==> config.mk <==
export PLATFORM = sky130hd
export DESIGN_NAME = iq_deserializer_flat
export DESIGN_NICKNAME = d
export VERILOG_FILES = /design/src/rtl/iq_link_pkg.sv /design/src/rtl/iq_deserializer_if.sv /design/src/rtl/iq_bit_sampler.sv /design/src/rtl/iq_deserializer.sv /design/src/flat_wrapper.sv
export SDC_FILE = /design/constraint.sdc
export NUM_CORES = 1
export LEC_CHECK = 0
export ABC_AREA = 1
export CAP_MARGIN = 15
export CORE_MARGIN = 2
export CORE_UTILIZATION = 38
export DETAILED_ROUTE_END_ITERATION = 6
export MAX_ROUTING_LAYER = met4
export PLACE_DENSITY = 0.57
export SETUP_SLACK_MARGIN = 0.4
export SYNTH_ARGS = -nofsm -noshare
export SYNTH_HDL_FRONTEND = slang
export SYNTH_SLANG_ARGS = --single-unit
==> constraint.sdc <==
create_clock -name clk -period 3.4 [get_ports clk]
set_input_delay 0.34 -clock clk [delete_from_list [all_inputs] [get_ports clk]]
set_output_delay 0.34 -clock clk [all_outputs]
set_load 0.005 [all_outputs]
==> src/rtl/iq_link_pkg.sv <==
// Shared definitions for the serial I/Q link. The serializer on the other end of the
// link uses the same package.
//   I_SYNC / Q_SYNC : two-bit sync words that lead the I and Q halves of a frame
//   SAMPLE_W_DEF    : default I/Q sample width
//   frame_len()     : frame length in bits for a given sample width
package iq_link_pkg;

  localparam int unsigned SAMPLE_W_DEF = 14;
  localparam logic [1:0]  I_SYNC       = 2'b10;
  localparam logic [1:0]  Q_SYNC       = 2'b01;

  function automatic int unsigned frame_len(input int unsigned sample_w);
    return 2 * (sample_w + 2);
  endfunction

  localparam int unsigned FRAME_LEN = frame_len(SAMPLE_W_DEF);

  typedef enum logic [0:0] {
    StHunt,
    StTrack
  } iq_state_e;

endpackage

==> src/rtl/iq_deserializer_if.sv <==
// Decoded sample bus leaving the deserializer.
//   I, Q     : last good I/Q samples (two's complement, passed through untouched)
//   iq_valid : one-cycle strobe when I/Q update
//   locked   : frame alignment held
//   sync_err : one-cycle pulse per bad frame while locked
interface iq_deserializer_if #(
  parameter int unsigned SAMPLE_W = 14
) ();

  logic [SAMPLE_W-1:0] I;
  logic [SAMPLE_W-1:0] Q;
  logic                iq_valid;
  logic                locked;
  logic                sync_err;

  modport master (
    output I,
    output Q,
    output iq_valid,
    output locked,
    output sync_err
  );

  modport slave (
    input I,
    input Q,
    input iq_valid,
    input locked,
    input sync_err
  );

endinterface

==> src/rtl/iq_bit_sampler.sv <==
// Brings the serial data and forwarded bit clock into the clk domain and produces one
// captured bit per rising edge of the forwarded clock.
//   clk, rst    : system clock, synchronous active-high reset
//   serial_iq   : serial data line (asynchronous)
//   serial_clk  : forwarded bit clock (asynchronous), data valid on its rising edge
//   bit_o       : captured data bit, already polarity-corrected
//   bit_valid_o : high for one cycle when bit_o should be taken
module iq_bit_sampler #(
  parameter bit INVERT_DATA = 1'b1
) (
  input  logic clk,
  input  logic rst,
  input  logic serial_iq,
  input  logic serial_clk,
  output logic bit_o,
  output logic bit_valid_o
);

  logic [1:0] iq_sync_q;
  logic [1:0] clk_sync_q;
  logic       clk_prev_q;

  always_ff @(posedge clk) begin
    if (rst) begin
      iq_sync_q  <= '0;
      clk_sync_q <= '0;
      clk_prev_q <= 1'b0;
    end else begin
      iq_sync_q  <= {iq_sync_q[0], serial_iq};
      clk_sync_q <= {clk_sync_q[0], serial_clk};
      clk_prev_q <= clk_sync_q[1];
    end
  end

  // Data and clock see identical synchronizer latency, so the data bit sampled alongside
  // the clock edge is the one that was stable while the forwarded clock was low.
  assign bit_o       = INVERT_DATA ? ~iq_sync_q[1] : iq_sync_q[1];
  assign bit_valid_o = clk_sync_q[1] & ~clk_prev_q;

endmodule

==> src/rtl/iq_deserializer.sv <==
// Serial I/Q frame deserializer. Frames are MSB first:
//   I_SYNC(2) | I(SAMPLE_W) | Q_SYNC(2) | Q(SAMPLE_W)
// In hunt mode every bit position is tested once a full frame of bits has arrived; in
// track mode only the bit that completes a frame is tested. LOSS_LIMIT consecutive bad
// frames drop the lock.
//   clk, rst   : system clock, synchronous active-high reset
//   serial_iq  : serial data line (asynchronous)
//   serial_clk : forwarded bit clock (asynchronous)
//   iq_o       : decoded sample bus (I, Q, iq_valid, locked, sync_err)
module iq_deserializer
  import iq_link_pkg::*;
#(
  parameter int unsigned SAMPLE_W    = SAMPLE_W_DEF,
  parameter bit          INVERT_DATA = 1'b1,
  parameter int unsigned LOSS_LIMIT  = 3
) (
  input  logic                clk,
  input  logic                rst,
  input  logic                serial_iq,
  input  logic                serial_clk,
  iq_deserializer_if.master   iq_o
);

  localparam int unsigned FrameLen = frame_len(SAMPLE_W);
  localparam int unsigned CntW     = $clog2(FrameLen);
  localparam int unsigned BadW     = $clog2(LOSS_LIMIT + 1);
  localparam logic [CntW-1:0] LastBit  = CntW'(FrameLen - 1);
  localparam logic [BadW-1:0] LossLast = BadW'(LOSS_LIMIT - 1);

  logic bit_val;
  logic bit_valid;

  iq_bit_sampler #(
    .INVERT_DATA (INVERT_DATA)
  ) u_sampler (
    .clk         (clk),
    .rst         (rst),
    .serial_iq   (serial_iq),
    .serial_clk  (serial_clk),
    .bit_o       (bit_val),
    .bit_valid_o (bit_valid)
  );

  iq_state_e           state_q, state_d;
  logic [FrameLen-1:0] sr_q, sr_d;
  logic [CntW-1:0]     fill_q, fill_d;
  logic [CntW-1:0]     bit_cnt_q, bit_cnt_d;
  logic [BadW-1:0]     bad_q, bad_d;
  logic [SAMPLE_W-1:0] i_smp_q, i_smp_d;
  logic [SAMPLE_W-1:0] q_smp_q, q_smp_d;
  logic                valid_q, valid_d;
  logic                err_q, err_d;

  // Frame window including the bit being captured this cycle; the oldest bit of sr_q
  // falls out of the window.
  logic [FrameLen-1:0] sr_shift;
  logic                sync_ok;
  logic                unused_sr_msb;

  assign sr_shift      = {sr_q[FrameLen-2:0], bit_val};
  assign sync_ok       = (sr_shift[FrameLen-1 -: 2] == I_SYNC) &&
                         (sr_shift[SAMPLE_W+1 -: 2] == Q_SYNC);
  assign unused_sr_msb = sr_q[FrameLen-1];

  always_comb begin
    state_d   = state_q;
    sr_d      = sr_q;
    fill_d    = fill_q;
    bit_cnt_d = bit_cnt_q;
    bad_d     = bad_q;
    i_smp_d   = i_smp_q;
    q_smp_d   = q_smp_q;
    valid_d   = 1'b0;
    err_d     = 1'b0;

    if (bit_valid) begin
      sr_d = sr_shift;
      unique case (state_q)
        StHunt: begin
          // fill_q saturates one short of a frame: the capture that arrives while it is
          // saturated is the one that completes a full window.
          if (fill_q == LastBit) begin
            if (sync_ok) begin
              state_d   = StTrack;
              i_smp_d   = sr_shift[FrameLen-3 -: SAMPLE_W];
              q_smp_d   = sr_shift[SAMPLE_W-1:0];
              valid_d   = 1'b1;
              bit_cnt_d = '0;
              bad_d     = '0;
            end
          end else begin
            fill_d = fill_q + 1'b1;
          end
        end
        StTrack: begin
          if (bit_cnt_q == LastBit) begin
            bit_cnt_d = '0;
            if (sync_ok) begin
              i_smp_d = sr_shift[FrameLen-3 -: SAMPLE_W];
              q_smp_d = sr_shift[SAMPLE_W-1:0];
              valid_d = 1'b1;
              bad_d   = '0;
            end else begin
              err_d = 1'b1;
              if (bad_q == LossLast) begin
                state_d = StHunt;
                fill_d  = '0;
                bad_d   = '0;
              end else begin
                bad_d = bad_q + 1'b1;
              end
            end
          end else begin
            bit_cnt_d = bit_cnt_q + 1'b1;
          end
        end
        default: state_d = StHunt;
      endcase
    end
  end

  always_ff @(posedge clk) begin
    if (rst) begin
      state_q   <= StHunt;
      sr_q      <= '0;
      fill_q    <= '0;
      bit_cnt_q <= '0;
      bad_q     <= '0;
      i_smp_q   <= '0;
      q_smp_q   <= '0;
      valid_q   <= 1'b0;
      err_q     <= 1'b0;
    end else begin
      state_q   <= state_d;
      sr_q      <= sr_d;
      fill_q    <= fill_d;
      bit_cnt_q <= bit_cnt_d;
      bad_q     <= bad_d;
      i_smp_q   <= i_smp_d;
      q_smp_q   <= q_smp_d;
      valid_q   <= valid_d;
      err_q     <= err_d;
    end
  end

  assign iq_o.I        = i_smp_q;
  assign iq_o.Q        = q_smp_q;
  assign iq_o.iq_valid = valid_q;
  assign iq_o.sync_err = err_q;
  assign iq_o.locked   = (state_q == StTrack);

endmodule

==> src/flat_wrapper.sv <==
// flat-port wrapper written by rule: the top's interface ports become plain ports
module iq_deserializer_flat import iq_link_pkg::*;
#(
  parameter int unsigned SAMPLE_W    = SAMPLE_W_DEF,
  parameter bit          INVERT_DATA = 1'b1,
  parameter int unsigned LOSS_LIMIT  = 3
)
  (clk, rst, serial_iq, serial_clk, iq_o_I, iq_o_Q, iq_o_iq_valid, iq_o_locked, iq_o_sync_err);
  iq_deserializer_if #(.SAMPLE_W(SAMPLE_W)) iq_o_i ();
  input  logic clk;
  input  logic rst;
  input  logic serial_iq;
  input  logic serial_clk;
  output wire logic [$bits(iq_o_i.I)-1:0] iq_o_I;
  output wire logic [$bits(iq_o_i.Q)-1:0] iq_o_Q;
  output wire logic [$bits(iq_o_i.iq_valid)-1:0] iq_o_iq_valid;
  output wire logic [$bits(iq_o_i.locked)-1:0] iq_o_locked;
  output wire logic [$bits(iq_o_i.sync_err)-1:0] iq_o_sync_err;
  assign iq_o_I = iq_o_i.I;
  assign iq_o_Q = iq_o_i.Q;
  assign iq_o_iq_valid = iq_o_i.iq_valid;
  assign iq_o_locked = iq_o_i.locked;
  assign iq_o_sync_err = iq_o_i.sync_err;
  iq_deserializer #(.SAMPLE_W(SAMPLE_W), .INVERT_DATA(INVERT_DATA), .LOSS_LIMIT(LOSS_LIMIT)) u_core (.clk(clk), .rst(rst), .serial_iq(serial_iq), .serial_clk(serial_clk), .iq_o(iq_o_i));
endmodule
# After elaboration in Yosys (flattened, before gate mapping)
# Index checks and enable logic that the tools add are counted.
dict set report totals {
  output_inout_bits 31
  mem_count 0
  mem_bits_rw 0
  regBits 79
  latchBits 0
  mem_bits_ro 0
  wordCells 71
  inputBits 4
}
dict set report op_classes {
  mux 32
  add_sub_neg 3
  div_mod_pow 0
  n_shift 0
  bitwise_logic 6
  n_reduce_logical 7
  magnitude_cmp 0
  eq_ne 11
  n_mul 0
}
# op count
set op_table {}
lappend op_table {{$mux 14} 6}
lappend op_table {{$pmux 14 s2} 2}
lappend op_table {{$mux 5} 7}
lappend op_table {{$pmux 5 s2} 2}
lappend op_table {{$add 5x1->5 const B} 2}
lappend op_table {{$eq 5x5->1 const B} 2}
lappend op_table {{$mux 2} 5}
lappend op_table {{$ne 2x2->1 const B} 4}
lappend op_table {{$mux 1} 7}
lappend op_table {{$reduce_and 3->1} 2}
lappend op_table {{$not 1->1} 5}
lappend op_table {{$reduce_and 5->1} 1}
lappend op_table {{$eq 2x2->1 const B} 2}
lappend op_table {{$ne 2x1->1 const B} 2}
lappend op_table {{$pmux 1 s2} 2}
lappend op_table {{$pmux 2 s2} 1}
lappend op_table {{$reduce_and 4->1} 1}
lappend op_table {{$reduce_or 4->1} 1}
lappend op_table {{$add 2x1->2 const B} 1}
lappend op_table {{$eq 2x1->1 const B} 1}
lappend op_table {{$reduce_or 2->1} 1}
lappend op_table {{$and 1x1->1} 1}
lappend op_table {{$logic_and 1x1->1} 1}

# Logic depth before layout (Yosys ltp)
# Gate-level depths: netlist (run 1).
dict set report depth {
  ltp_word 5
  ltp_mapped 14
}

# By module
# Synthesis (run 1) repeated with hierarchy kept, for this count alone.
dict set report unflattened {
  hier_cells 396
  area_unflattened_um2 3000.4
}
# mod area_each_um2 instances cells_each
set modules_own_cells {}
lappend modules_own_cells {iq_deserializer 2855.2 1 379}
lappend modules_own_cells {iq_bit_sampler 145.1 1 17}

# Worst setup path after synthesis (run 1)
# OpenSTA, ideal clock, no wires.
dict set report synth_path {
  path_kind {register to register}
  startpoint {reg u_core.fill_q[0]}
  endpoint {reg u_core.i_smp_q[10] (netlist: u_core.iq_o.I[10])}
  setup_ns 0.116
  stages_incl_launch_ff 15
  path_slack_ns 1.708
  n_path_buf 2
  required_time_ns 3.284
  arrival_time_ns 1.576
  period_less_slack_ns 1.692
  cell_sequence {dfxtp_1 ha_1 nand2_1 nor2_1 ha_1 nor2_2 inv_2 nand2_2 inv_2 nand3_4 inv_2 buf_6 buf_8 nor2_2 nor2_1}
}
dict set report synth_between {
  elab_chain_cells 3
}
# item line_no
set synth_lines {}
lappend synth_lines {{from (decl)} iq_deserializer.sv:46} ;# logic [CntW-1:0] fill_q, fill_d;
lappend synth_lines {{from (signal assigned)} iq_deserializer.sv:136} ;# fill_q <= fill_d;
lappend synth_lines {{$eq 5x5->1} iq_deserializer.sv:82} ;# if (fill_q == LastBit) begin
lappend synth_lines {{$ne 2x1->1 (no source line)} --}
lappend synth_lines {{$reduce_and 3->1 (no source line)} --}
lappend synth_lines {{to (signal assigned)} iq_deserializer.sv:139} ;# i_smp_q <= i_smp_d;
lappend synth_lines {{to (decl)} iq_deserializer.sv:49} ;# logic [SAMPLE_W-1:0] i_smp_q, i_smp_d;
# Every way passes these cells.
# A chain may end at the register's enable or synchronous reset.

# Worst setup path after layout (run 1)
dict set report layout_path {
  startpoint {reg u_core.fill_q[0]}
  endpoint {reg u_core.q_smp_q[0] (netlist: u_core.iq_o.Q[0])}
}
dict set report layout_between {
  elab_chain_cells 3
}
# item line_no
set layout_lines {}
lappend layout_lines {{$eq 5x5->1} iq_deserializer.sv:82}
lappend layout_lines {{$ne 2x1->1 (no source line)} --}
lappend layout_lines {{$reduce_and 3->1 (no source line)} --}
lappend layout_lines {{to (signal assigned)} iq_deserializer.sv:140} ;# q_smp_q <= q_smp_d;
lappend layout_lines {{to (decl)} iq_deserializer.sv:50} ;# logic [SAMPLE_W-1:0] q_smp_q, q_smp_d;
# Every way passes these cells.

==> Implementation_results.wiki, run 1 <==
{| class="wikitable"
! Metric !! Value
|-
| Capture instance of the worst register-to-register path || u_core.iq_o.Q[0]
|-
| Finished layout cell area || about 3700 sq um
|-
| Reg2reg path depth || 13
|-
| Element type at the critical path start || register
|-
| Clock tree sinks || between 70 and 80
|-
| Area of the mapped netlist || 3070 sq um
|-
| Slowest Stage Delay on Critical Path || roughly 0.53 ns
|-
| FF-to-FF setup slack || just over 1 ns
|-
| NetSw || 0.384 mW
|-
| Via count of the first global-routing pass || 2261
|-
| Worst-Skew Late Latency || 0.34 ns
|-
| Arr. time, crit path || roughly 2.6 ns
|-
| Routed wire per std cell || 10.8 um
|-
| CTS Hold Bufs || 0
|-
| Proportion of synthesized area in mux cells || 0
|-
| Starting Density || 0.395
|-
| Slew headroom || 0.619
|-
| Remaining antenna violation count || 0
|-
| Sequential fraction of the synthesis area || 0.516
|-
| Worst min-delay path startpoint || u_core.u_sampler.clk_sync_q[0]
|-
| Design internal power || 1.40 mW
|-
| Critical-path cell list || ha_1 > nand2_1 > nor2_1 > ha_1 > nor2_2 > inv_2 > nand2_2 > inv_2 > nand3_4 > inv_2 > nand2_1 > nand2_1 > nor2_1
|-
| Main combinational cell family by area after synthesis || simple AND/OR/NAND/NOR gates
|-
| Worst Path Required || 3.64 ns
|-
| Clock tree from TritonCTS || built
|-
| Number of distinct standard cells referenced by the synthesized netlist || 25
|-
| Final hold violation count || 0
|-
| Total setup violations reported at the end of the flow || 0
|-
| Top delay family on crit path || simple AND/OR/NAND/NOR gates
|-
| Clock network fraction of design power || 0.422
|-
| Crit end category || register
|-
| Count of max-cap constraint violations || 0
|-
| Flops & latches, synth || 79
|-
| Die boundary width || 93.8 um
|-
| Unrepaired setup endpoints after global routing || no
|-
| Number of cells produced by synthesis || 404
|-
| Routed vias || 2488
|-
| Leading post-synthesis cells by instance count || sky130_fd_sc_hd__nor2_1 (130), sky130_fd_sc_hd__dfxtp_1 (79), sky130_fd_sc_hd__o21ai_0 (60)
|-
| Diode count || 0
|-
| Simple-gate share of the synthesized area || 0.275
|-
| Global-route wire length before repair || 10100 um
|-
| Transition time of the tightest slew-check pin || 0.570 ns
|-
| Run status || finished, final reports clean
|-
| Clock transition time at the flip-flop clock pins of the worst setup and hold paths || 0.08 ns
|-
| Routability-driven placement congestion ratio || 0.774
|-
| Per-instance average area after synthesis || ~7.6 sq um
|-
| Power per Cell Area || approximately 500 nW/um^2
|-
| Post-detailed-placement cell area || 3450 sq um
|-
| Synth Area in Compound Gates || 0.120
|-
| Fraction of the mapped netlist area in adder cells || 0.0204
|-
| Number of enable-type register cells in the synthesized netlist || 0
|-
| DRC violation count after routing || 0
|-
| Largest net degree at the start of global routing || 67
|-
| Share of power burned in registers || 0.539
|-
| Total number of placement rows || 32
|-
| Ys flop type || sky130_fd_sc_hd__dfxtp_1
|-
| Post-synth top area cell || sky130_fd_sc_hd__dfxtp_1
|-
| Final Routed Wirelength || 5780 um
|-
| Overall die height || 93.8 um
|-
| Clock period minus worst slack || 2.36 ns
|-
| Number of cells on the worst hold path || 2
|-
| Final worst-path cycle share || 0.694
|-
| Die area || 8800 sq um
|-
| Placeable core region || 7770 sq um
|-
| Switch share || 0.215
|-
| Net total in the final layout || 440
|-
| Combinational Power Share || 0.039
|-
| Leak Pwr || around 1.5 nW
|-
| Class of the tightest hold or removal check || register to register
|-
| Routed via count divided by cell count || 4.63
|-
| Root buffer cell || sky130_fd_sc_hd__clkbuf_8
|-
| Library cell with the highest instance count after synthesis || sky130_fd_sc_hd__nor2_1
|-
| Parity-gate share of the synthesized area counting xor and xnor cells || 0.00286
|-
| Layout overhead on the synthesized area || 19.6%
|-
| Total congestion overflow after global routing || 0
|-
| Number of DRC markers after the initial detailed-route iteration || 103
|-
| Critical path buffer and inverter count || 3
|-
| Number of setup buffers added after CTS || 0
|-
| VDD IR-drop max || 0.234 mV
|-
| Critical register-to-register path startpoint || u_core.fill_q[0]
|-
| First-pass detailed-route iteration total || 4
|-
| Total routing resource utilization after global routing || 0.149
|-
| Post-CTS Resized || 0
|-
| Standard cell with the maximum stage delay on the critical path || sky130_fd_sc_hd__inv_2
|-
| Critical Path Fanout Max || 29
|-
| Clock skew after layout || 0.00668 ns
|-
| Maximum level of the CTS H-tree || 3
|-
| Cells taking the most area after synthesis || sky130_fd_sc_hd__dfxtp_1 (52%), sky130_fd_sc_hd__nor2_1 (16%), sky130_fd_sc_hd__o21ai_0 (9.8%)
|-
| Syn Nets || 413
|-
| Cts bufs inserted || 9
|-
| Deepest clock path buffer count || 2
|-
| Ys async rst share || 0
|-
| Hold-critical path endpoint || u_core.u_sampler.clk_sync_q[1]
|-
| Fraction of synthesized cell area taken by the top area cell type || 0.516
|-
| Fraction of layout cells with a size suffix above 1 || 0.0920
|-
| Setup TNS || 0 ns
|-
| Half-perimeter wire length of the detailed placement result || 3600 um
|-
| Critical Setup Path Class || register to register
|-
| Number of antenna violations at the first check in global routing || 0
|-
| Peak clock frequency supported by timing || 424 MHz
|-
| Synthesis Warnings || 0
|-
| Input/output buffers || 34
|-
| Number of primary I/O pins || 35
|-
| Final Max Slew Viols || 0
|}
[metrics by stage]
stage / worst slack [ns] / util / instances / hold WS (ns) / power [mW]
after floorplan: 1.71 / - / 404 / 0.388 / 1.03
after global placement: 1.13 / 0.444 / 522 / 0.398 / 1.05
after detailed placement: 0.991 / 0.444 / 522 / 0.400 / 1.05
after CTS: 0.975 / 0.472 / 537 / 0.416 / 1.82
after global routing: 0.742 / 0.472 / 537 / 0.448 / 1.88
final: 1.04 / 0.472 / 537 / 0.412 / 1.79
[worst register-to-register path, delay by kind of cell (launching register included)]
family	cells	cell delay, ns
and+or+nand+nor	8	0.76
buffers and inverters	3	0.67
DFF	1	0.40
adders and majority gates	2	0.44
[cells by family after synthesis]
family | Yosys count
simple gates | 202
compound gates | 72
xor+xnor | 1
buf+inv | 45
flops | 79
fa+ha+maj | 5
[cell usage in the layout (no fill, tap or decap)]
cell	instances
sky130_fd_sc_hd__xnor2_1	1
sky130_fd_sc_hd__a21oi_2	1
sky130_fd_sc_hd__inv_1	19
sky130_fd_sc_hd__nand3_4	1
sky130_fd_sc_hd__nand4_1	3
sky130_fd_sc_hd__bufinv_16	2
sky130_fd_sc_hd__inv_2	4
sky130_fd_sc_hd__nand2_1	38
sky130_fd_sc_hd__nor2_1	130
sky130_fd_sc_hd__nand3_1	11
sky130_fd_sc_hd__buf_4	3
sky130_fd_sc_hd__nand2_2	2
sky130_fd_sc_hd__clkinvlp_4	1
sky130_fd_sc_hd__clkinv_2	1
sky130_fd_sc_hd__o21ai_0	60
sky130_fd_sc_hd__nor3b_1	1
sky130_fd_sc_hd__clkbuf_8	10
sky130_fd_sc_hd__o31ai_1	1
sky130_fd_sc_hd__inv_6	2
sky130_fd_sc_hd__ha_1	5
sky130_fd_sc_hd__clkdlybuf4s50_1	34
sky130_fd_sc_hd__nor2_2	12
sky130_fd_sc_hd__a21oi_1	10
sky130_fd_sc_hd__nor3_1	3
sky130_fd_sc_hd__dfxtp_1	79
sky130_fd_sc_hd__nor2_4	1
[area by class of cell]
type                            count  area (sq um)
Clock inverter                      5          81.3
Sequential cell                    79          1580
Tap cell                          102           128
Timing Repair Buffer               37           363
Fill cell                         782          4100
Clock buffer                       10           138
Multi-Input combinational cell    280          1280
Inverter                           24          95.1
[flip-flops by register name, summed over array words and instances, names as in the netlist]
name / count
u_core.sr_q: 31
u_core.iq_o.I: 14
u_core.iq_o.Q: 14
u_core.bit_cnt_q: 5
u_core.fill_q: 5
u_core.bad_q: 2
u_core.u_sampler.clk_sync_q: 2
u_core.u_sampler.iq_sync_q: 2
u_core.iq_o.iq_valid: 1
u_core.iq_o.locked: 1
u_core.iq_o.sync_err: 1
u_core.u_sampler.clk_prev_q: 1
[layer usage]
layer,up-vias,global-route usage,wire length [um]
li1,1333,-,-
met1,1100,0.177,2890
met2,46,0.232,2510
met3,9,0.0506,280
met4,0,0.0616,92
met5,-,-,0
[how the worst max path moves through the flow]
| stage | from | cells after the start | slack, ns | end |
|---|---|---|---|---|
| floorplan | u_core.fill_q[0] | 14 | 1.71 | u_core.iq_o.I[10] |
| global placement | u_core.fill_q[0] | 13 | 1.13 | u_core.iq_o.Q[0] |
| detailed placement | u_core.fill_q[0] | 13 | 0.99 | u_core.iq_o.Q[0] |
| CTS | u_core.fill_q[0] | 13 | 0.98 | u_core.iq_o.Q[0] |
| global route | u_core.fill_q[0] | 13 | 0.74 | u_core.iq_o.Q[0] |
| finish | u_core.fill_q[0] | 13 | 1.04 | u_core.iq_o.Q[0] |
[power groups by stage]
stage,registers [mW],logic (mW),clock network [mW]
final,0.963,0.0693,0.754
after global routing,0.967,0.0816,0.828
after CTS,0.963,0.0704,0.785
after detailed placement,0.985,0.0701,0
after global placement,0.984,0.0693,0
after floorplan,0.980,0.0545,0
Note: power is estimated with default switching activity, not from simulation.
==> run 2: changes to the inputs <==
--- a/config.mk
+++ b/config.mk
@@ -11,7 +11,7 @@
 export CORE_UTILIZATION = 38
 export DETAILED_ROUTE_END_ITERATION = 6
 export MAX_ROUTING_LAYER = met4
-export PLACE_DENSITY = 0.57
+export PLACE_DENSITY = 0.59
 export SETUP_SLACK_MARGIN = 0.4
 export SYNTH_ARGS = -nofsm -noshare
 export SYNTH_HDL_FRONTEND = slang
==> constraint.sdc (replaced) <==
create_clock -name clk -period 2.1 [get_ports clk]
set_input_delay 0.21 -clock clk [delete_from_list [all_inputs] [get_ports clk]]
set_output_delay 0.21 -clock clk [all_outputs]
set_load 0.005 [all_outputs]
==> Implementation_results.wiki, run 2 (synthesized netlist as in run 1, its figures left out) <==
{| class="wikitable"
! Metric !! Value
|-
| Total number of placement rows || 32
|-
| Diode count || 0
|-
| Die boundary width || 93.8 um
|-
| Slowest Stage Delay on Critical Path || 0.36 ns
|-
| Worst-Skew Late Latency || 0.35 ns
|-
| FF-to-FF setup slack || about 0.33 ns
|-
| DRC violation count after routing || 0
|-
| Non-filler cells, final || 553
|-
| Top delay family on crit path || simple AND/OR/NAND/NOR gates
|-
| Standard cell with the maximum stage delay on the critical path || sky130_fd_sc_hd__dfxtp_2
|-
| Total congestion overflow after global routing || 0
|-
| Cells after DPL || 527
|-
| Remaining antenna violation count || 0
|-
| Largest net degree at the start of global routing || 52
|-
| Routability-driven placement congestion ratio || 0.844
|-
| Layout overhead on the synthesized area || 29.6%
|-
| Share of the core filled with cells in the final layout || 0.511
|-
| VDD IR-drop max || around 0.3 mV
|-
| Element type at the critical path start || register
|-
| Routed wire per std cell || 11.6 um
|-
| Slew headroom || 0.720
|-
| Root buffer cell || sky130_fd_sc_hd__clkbuf_8
|-
| Clock period minus worst slack || 1.77 ns
|-
| Final Routed Wirelength || 6430 um
|-
| Transition time of the tightest slew-check pin || 0.420 ns
|-
| Critical path buffer and inverter count || 3
|-
| Overall die height || 93.8 um
|-
| Cts bufs inserted || 9
|-
| Clock skew after layout || 0.0106 ns
|-
| Global-route wire length before repair || 10200 um
|-
| # fillers || ~750
|-
| Starting Density || 0.395
|-
| Fraction of layout cells with a size suffix above 1 || 0.175
|-
| Number of antenna violations at the first check in global routing || 0
|-
| Setup TNS || 0 ns
|-
| Clock tree sinks || approximately 80
|-
| Maximum level of the CTS H-tree || 3
|-
| Clock tree from TritonCTS || built
|-
| Most flop-heavy register || u_core.sr_q
|-
| Critical Path Fanout Max || 13
|-
| Crit end category || register
|-
| Number of primary I/O pins || 35
|-
| Deepest clock path buffer count || 2
|-
| Critical Setup Path Class || register to register
|-
| Clock transition time at the flip-flop clock pins of the worst setup and hold paths || roughly 0.08 ns
|-
| Net total in the final layout || ~460
|-
| Half-perimeter wire length of the detailed placement result || 3790 um
|-
| Unrepaired setup endpoints after global routing || yes
|-
| Count of max-cap constraint violations || 0
|-
| Total setup violations reported at the end of the flow || 0
|-
| Final worst-path cycle share || 0.843
|-
| Die area || 8800 sq um
|-
| Worst Path Required || 2.35 ns
|-
| Class of the tightest hold or removal check || input pin to register
|-
| Final hold violation count || 0
|-
| Input/output buffers || 34
|-
| Arr. time, crit path || ~2.0 ns
|-
| Placeable core region || 7770 sq um
|-
| Final Max Slew Viols || 0
|-
| Peak clock frequency supported by timing || 565 MHz
|-
| Run status || finished, final reports clean
|-
| Leading cell type in the layout, fill and taps excluded || sky130_fd_sc_hd__nor2_1
|-
| First-pass detailed-route iteration total || 4
|-
| Flip-flop count of the largest register after layout || 31
|-
| Leak Pwr || 1.64 nW
|-
| Power per Cell Area || 732 nW/um^2
|-
| Number of DRC markers after the initial detailed-route iteration || between 80 and 90
|-
| Total routing resource utilization after global routing || 0.149
|-
| Routed via count divided by cell count || 4.67
|-
| Routed vias || about 2600
|-
| Via count of the first global-routing pass || ~2200
|-
| Critical-path cell list || ha_4 > nand2_2 > nor2_2 > ha_2 > nor2_2 > inv_2 > nand2_4 > inv_2 > nand3_4 > clkbuf_16 > o21ai_0 > nor2_1
|-
| Commonest non-fill, non-tap cells in the layout || sky130_fd_sc_hd__nor2_1 (125), sky130_fd_sc_hd__dfxtp_1 (74), sky130_fd_sc_hd__o21ai_0 (41)
|}
-- run 2: final timing paths --
kind,depth (start not counted),startpoint,endpoint
worst max-delay path,12,u_core.fill_q[0],u_core.iq_o.Q[6]
worst min-delay path,3,serial_iq,u_core.u_sampler.iq_sync_q[0]
worst max register to register,12,u_core.fill_q[0],u_core.iq_o.Q[6]
worst min register to register,2,u_core.u_sampler.clk_sync_q[0],u_core.u_sampler.clk_sync_q[1]
-- run 2: power by group --
part / switching, mW / internal (mW)
Clock: 0.548 / 0.673
Sequential: 0.0263 / 1.53
Combinational: 0.0788 / 0.0482
Total: 0.654 / 2.26
-- run 2: layout make-up --
cell class | instances | area (sq um) | area share
inverter | 24 | 103 | 0.0258
clock inverter | 5 | 82.6 | 0.0208
timing repair buffer | 52 | 568 | 0.143
tap | 102 | 128 | 0.0321
clock buffer | 11 | 131 | 0.0331
sequential | 79 | 1590 | 0.400
multi-input combinational | 280 | 1370 | 0.346
-- run 2: layer usage --
layer,share of wire,up-vias,GRT usage
met4,0.012,0,0.0700
met3,0.043,7,0.0321
met1,0.50,1167,0.199
li1,-,1364,-
met5,0,-,-
met2,0.45,47,0.216
-- run 2: what timing repair did --
item                                    4_1_cts  5_1_grt
gates cloned                                  1        2
endpoints found under the setup margin       41       38
gates resized for setup                      23       40
hold endpoints to repair                      0        0
hold buffers                                  0        0
pin swaps                                     1        5
buffers inserted                              3        4
-- run 2: metrics by stage --
step	hold WS, ns	instance area (sq um)	setup slack, ns	total power, mW
3_3_place_gp	0.397	3490	0.230	1.71
4_1_cts	0.376	3800	0.372	2.93
2_1_floorplan	0.317	3070	0.408	1.68
5_1_grt	0.380	3970	0.237	3.03
3_5_place_dp	0.402	3490	0.186	1.71
6_report	0.382	3970	0.330	2.91
-- run 2: worst reg2reg max path, stage by stage (launching register included) --
cell and delay, ns:
sky130_fd_sc_hd__dfxtp_2 0.36, sky130_fd_sc_hd__ha_4 0.14, sky130_fd_sc_hd__nand2_2 0.06, sky130_fd_sc_hd__nor2_2 0.12
sky130_fd_sc_hd__ha_2 0.20, sky130_fd_sc_hd__nor2_2 0.04, sky130_fd_sc_hd__inv_2 0.08, sky130_fd_sc_hd__nand2_4 0.06
sky130_fd_sc_hd__inv_2 0.08, sky130_fd_sc_hd__nand3_4 0.13, sky130_fd_sc_hd__clkbuf_16 0.22, sky130_fd_sc_hd__o21ai_0 0.15
sky130_fd_sc_hd__nor2_1 0.05
==> run 3: changes to the inputs <==
--- a/config.mk
+++ b/config.mk
@@ -11,7 +11,7 @@
 export CORE_UTILIZATION = 38
 export DETAILED_ROUTE_END_ITERATION = 6
 export MAX_ROUTING_LAYER = met4
-export PLACE_DENSITY = 0.59
+export PLACE_DENSITY = 0.57
 export SETUP_SLACK_MARGIN = 0.4
 export SYNTH_ARGS = -nofsm -noshare
 export SYNTH_HDL_FRONTEND = slang
==> constraint.sdc (replaced) <==
create_clock -name clk -period 1.8 [get_ports clk]
set_input_delay 0.18 -clock clk [delete_from_list [all_inputs] [get_ports clk]]
set_output_delay 0.18 -clock clk [all_outputs]
set_load 0.005 [all_outputs]
==> Implementation_results.wiki, run 3 (synthesized netlist as in run 1, its figures left out) <==
{| class="wikitable"
! Metric !! Value
|-
| Element type at the critical path start || register
|-
| Global-route wire length before repair || approximately 11000 um
|-
| Die area || 8800 sq um
|-
| Final hold violation count || 0
|-
| Most flop-heavy register || u_core.sr_q
|-
| Root buffer cell || sky130_fd_sc_hd__clkbuf_8
|-
| Maximum level of the CTS H-tree || 3
|-
| Clock tree from TritonCTS || built
|-
| First-pass detailed-route iteration total || 4
|-
| Routability-driven placement congestion ratio || just under 0.8
|-
| Worst-Skew Late Latency || 0.34 ns
|-
| Critical Setup Path Class || register to register
|-
| Standard cell with the maximum stage delay on the critical path || sky130_fd_sc_hd__dfxtp_2
|-
| Clock skew after layout || 0.00735 ns
|-
| Number of DRC markers after the initial detailed-route iteration || 125
|-
| Routed vias || between 2000 and 3000
|-
| Die boundary width || 93.8 um
|-
| Non-filler cells, final || roughly 570
|-
| Capture instance of the worst register-to-register path || u_core.iq_o.Q[1]
|-
| Routed wire per std cell || 12.0 um
|-
| Unrepaired setup endpoints after global routing || yes
|-
| Count of max-cap constraint violations || 0
|-
| Top delay family on crit path || simple AND/OR/NAND/NOR gates
|-
| Clock transition time at the flip-flop clock pins of the worst setup and hold paths || roughly 0.080 ns
|-
| Worst Path Required || 2.04 ns
|-
| Transition time of the tightest slew-check pin || about 0.32 ns
|-
| Half-perimeter wire length of the detailed placement result || 3830 um
|-
| Cts bufs inserted || 9
|-
| Class of the tightest hold or removal check || input pin to register
|-
| Diode count || 0
|-
| Crit end category || register
|-
| Critical register-to-register path startpoint || u_core.bit_cnt_q[0]
|-
| DRC violation count after routing || 0
|-
| Final Max Slew Viols || 0
|-
| Deepest clock path buffer count || 2
|-
| Largest net degree at the start of global routing || 67
|-
| Finished layout cell area || 4280 sq um
|-
| Post-detailed-placement cell area || roughly 3600 sq um
|-
| Leak Pwr || 1.99 nW
|-
| Net total in the final layout || approximately 470
|-
| Placeable core region || slightly below 8000 sq um
|-
| Total congestion overflow after global routing || 0
|-
| Levels on crit path || 12
|-
| Input/output buffers || 34
|-
| Critical path buffer and inverter count || 4
|-
| Total setup violations reported at the end of the flow || 0
|-
| Slowest Stage Delay on Critical Path || 0.34 ns
|-
| Remaining antenna violation count || 0
|-
| Starting Density || 0.395
|-
| Run status || finished, final reports clean
|-
| Critical-path cell list || ha_4 > nand2_2 > nor2_4 > ha_2 > nor2_1 > inv_2 > nand3_4 > inv_6 > buf_12 > buf_12 > nor2_4 > nor2_1
|-
| Leading cell type in the layout, fill and taps excluded || sky130_fd_sc_hd__nor2_1
|-
| Total number of placement rows || 32
|-
| Origin of the worst setup path || u_core.bit_cnt_q[0]
|-
| Total routing resource utilization after global routing || 0.162
|-
| Number of primary I/O pins || 35
|-
| Routed via count divided by cell count || roughly 4.7
|-
| Fraction of layout cells with a size suffix above 1 || 0.295
|-
| Layout overhead on the synthesized area || 39.5%
|-
| Slew headroom || 0.789
|-
| Overall die height || 93.8 um
|-
| Number of antenna violations at the first check in global routing || 0
|-
| Timing endpoint of the critical path || u_core.iq_o.Q[1]
|-
| Final worst-path cycle share || 0.960
|-
| Critical Path Fanout Max || 6
|-
| Arr. time, crit path || about 2.0 ns
|-
| Worst min-delay path startpoint || serial_iq
|-
| Commonest non-fill, non-tap cells in the layout || sky130_fd_sc_hd__nor2_1 (115), sky130_fd_sc_hd__o21ai_0 (53), sky130_fd_sc_hd__dfxtp_1 (52)
|-
| Clock tree sinks || 79
|-
| Cells after DPL || roughly 530
|-
| Reg2reg path depth || 12
|-
| Peak clock frequency supported by timing || 579 MHz
|-
| FF-to-FF setup slack || roughly 0.072 ns
|-
| Via count of the first global-routing pass || 2478
|-
| Power per Cell Area || approximately 760 nW/um^2
|-
| Final Routed Wirelength || about 6800 um
|-
| Flip-flop count of the largest register after layout || 31
|-
| VDD IR-drop max || around 0.41 mV
|-
| Clock period minus worst slack || approximately 1.7 ns
|}
-- run 3: cell type report --
cell class	instances	area, sq um
Timing Repair Buffer	65	727
Clock inverter	6	70.1
Multi-Input combinational cell	280	1490
Sequential cell	79	1620
Fill cell	746	3490
Clock buffer	10	128
Inverter	24	108
Tap cell	102	128
-- run 3: timing repair --
item                                    4_1_cts  5_1_grt
gates resized for setup                      38       75
pin swaps                                     9        8
setup buffers                                12        8
hold buffers                                  0        0
gates cloned                                  1        1
hold endpoints to repair                      0        0
endpoints found under the setup margin       47       65
-- run 3: per-layer routing --
| metal | global-route usage | vias to the layer above | routed length [um] |
|---|---|---|---|
| met5 | - | - | 0 |
| met3 | 0.0313 | 13 | 269 |
| met2 | 0.259 | 57 | 3200 |
| li1 | - | 1396 | - |
| met1 | 0.201 | 1199 | 3210 |
| met4 | 0.0652 | 0 | 112 |
-- run 3: per-stage QoR --
stage | worst slack, ns | total power [mW] | utilization | TNS, ns | hold slack, ns
after global routing | -0.0170 | 3.43 | 0.551 | -0.0341 | 0.369
after floorplan | 0.184 | 1.96 | - | 0 | 0.287
after CTS | 0.0982 | 3.31 | 0.513 | 0 | 0.336
after detailed placement | 0.0206 | 2.00 | 0.457 | 0 | 0.393
final | 0.0718 | 3.27 | 0.551 | 0 | 0.349
after global placement | 0.0741 | 2.00 | 0.457 | 0 | 0.391
-- run 3: worst register-to-register path, cell delays in order (launching register included) --
cell	delay [ns]
sky130_fd_sc_hd__dfxtp_2	0.34
sky130_fd_sc_hd__ha_4	0.16
sky130_fd_sc_hd__nand2_2	0.08
sky130_fd_sc_hd__nor2_4	0.05
sky130_fd_sc_hd__ha_2	0.18
sky130_fd_sc_hd__nor2_1	0.15
sky130_fd_sc_hd__inv_2	0.08
sky130_fd_sc_hd__nand3_4	0.13
sky130_fd_sc_hd__inv_6	0.05
sky130_fd_sc_hd__buf_12	0.13
sky130_fd_sc_hd__buf_12	0.14
sky130_fd_sc_hd__nor2_4	0.10
sky130_fd_sc_hd__nor2_1	0.04
-- run 3: how the worst min path moves through the flow --
stage,endpoint,slack (ns),cells after the start
floorplan,u_core.u_sampler.clk_sync_q[0],0.29,2
global placement,u_core.u_sampler.clk_sync_q[1],0.39,2
detailed placement,u_core.u_sampler.clk_sync_q[1],0.39,2
CTS,u_core.u_sampler.iq_sync_q[0],0.34,3
global route,u_core.u_sampler.iq_sync_q[0],0.37,3
finish,u_core.u_sampler.iq_sync_q[0],0.35,3
-- run 3: report_power, final --
group	internal, mW	leakage (nW)	switching [mW]
sequential	1.79	0.656	0.0294
combinational	0.0556	1.25	0.0909
clock	0.648	0.0891	0.655
total	2.49	1.99	0.775
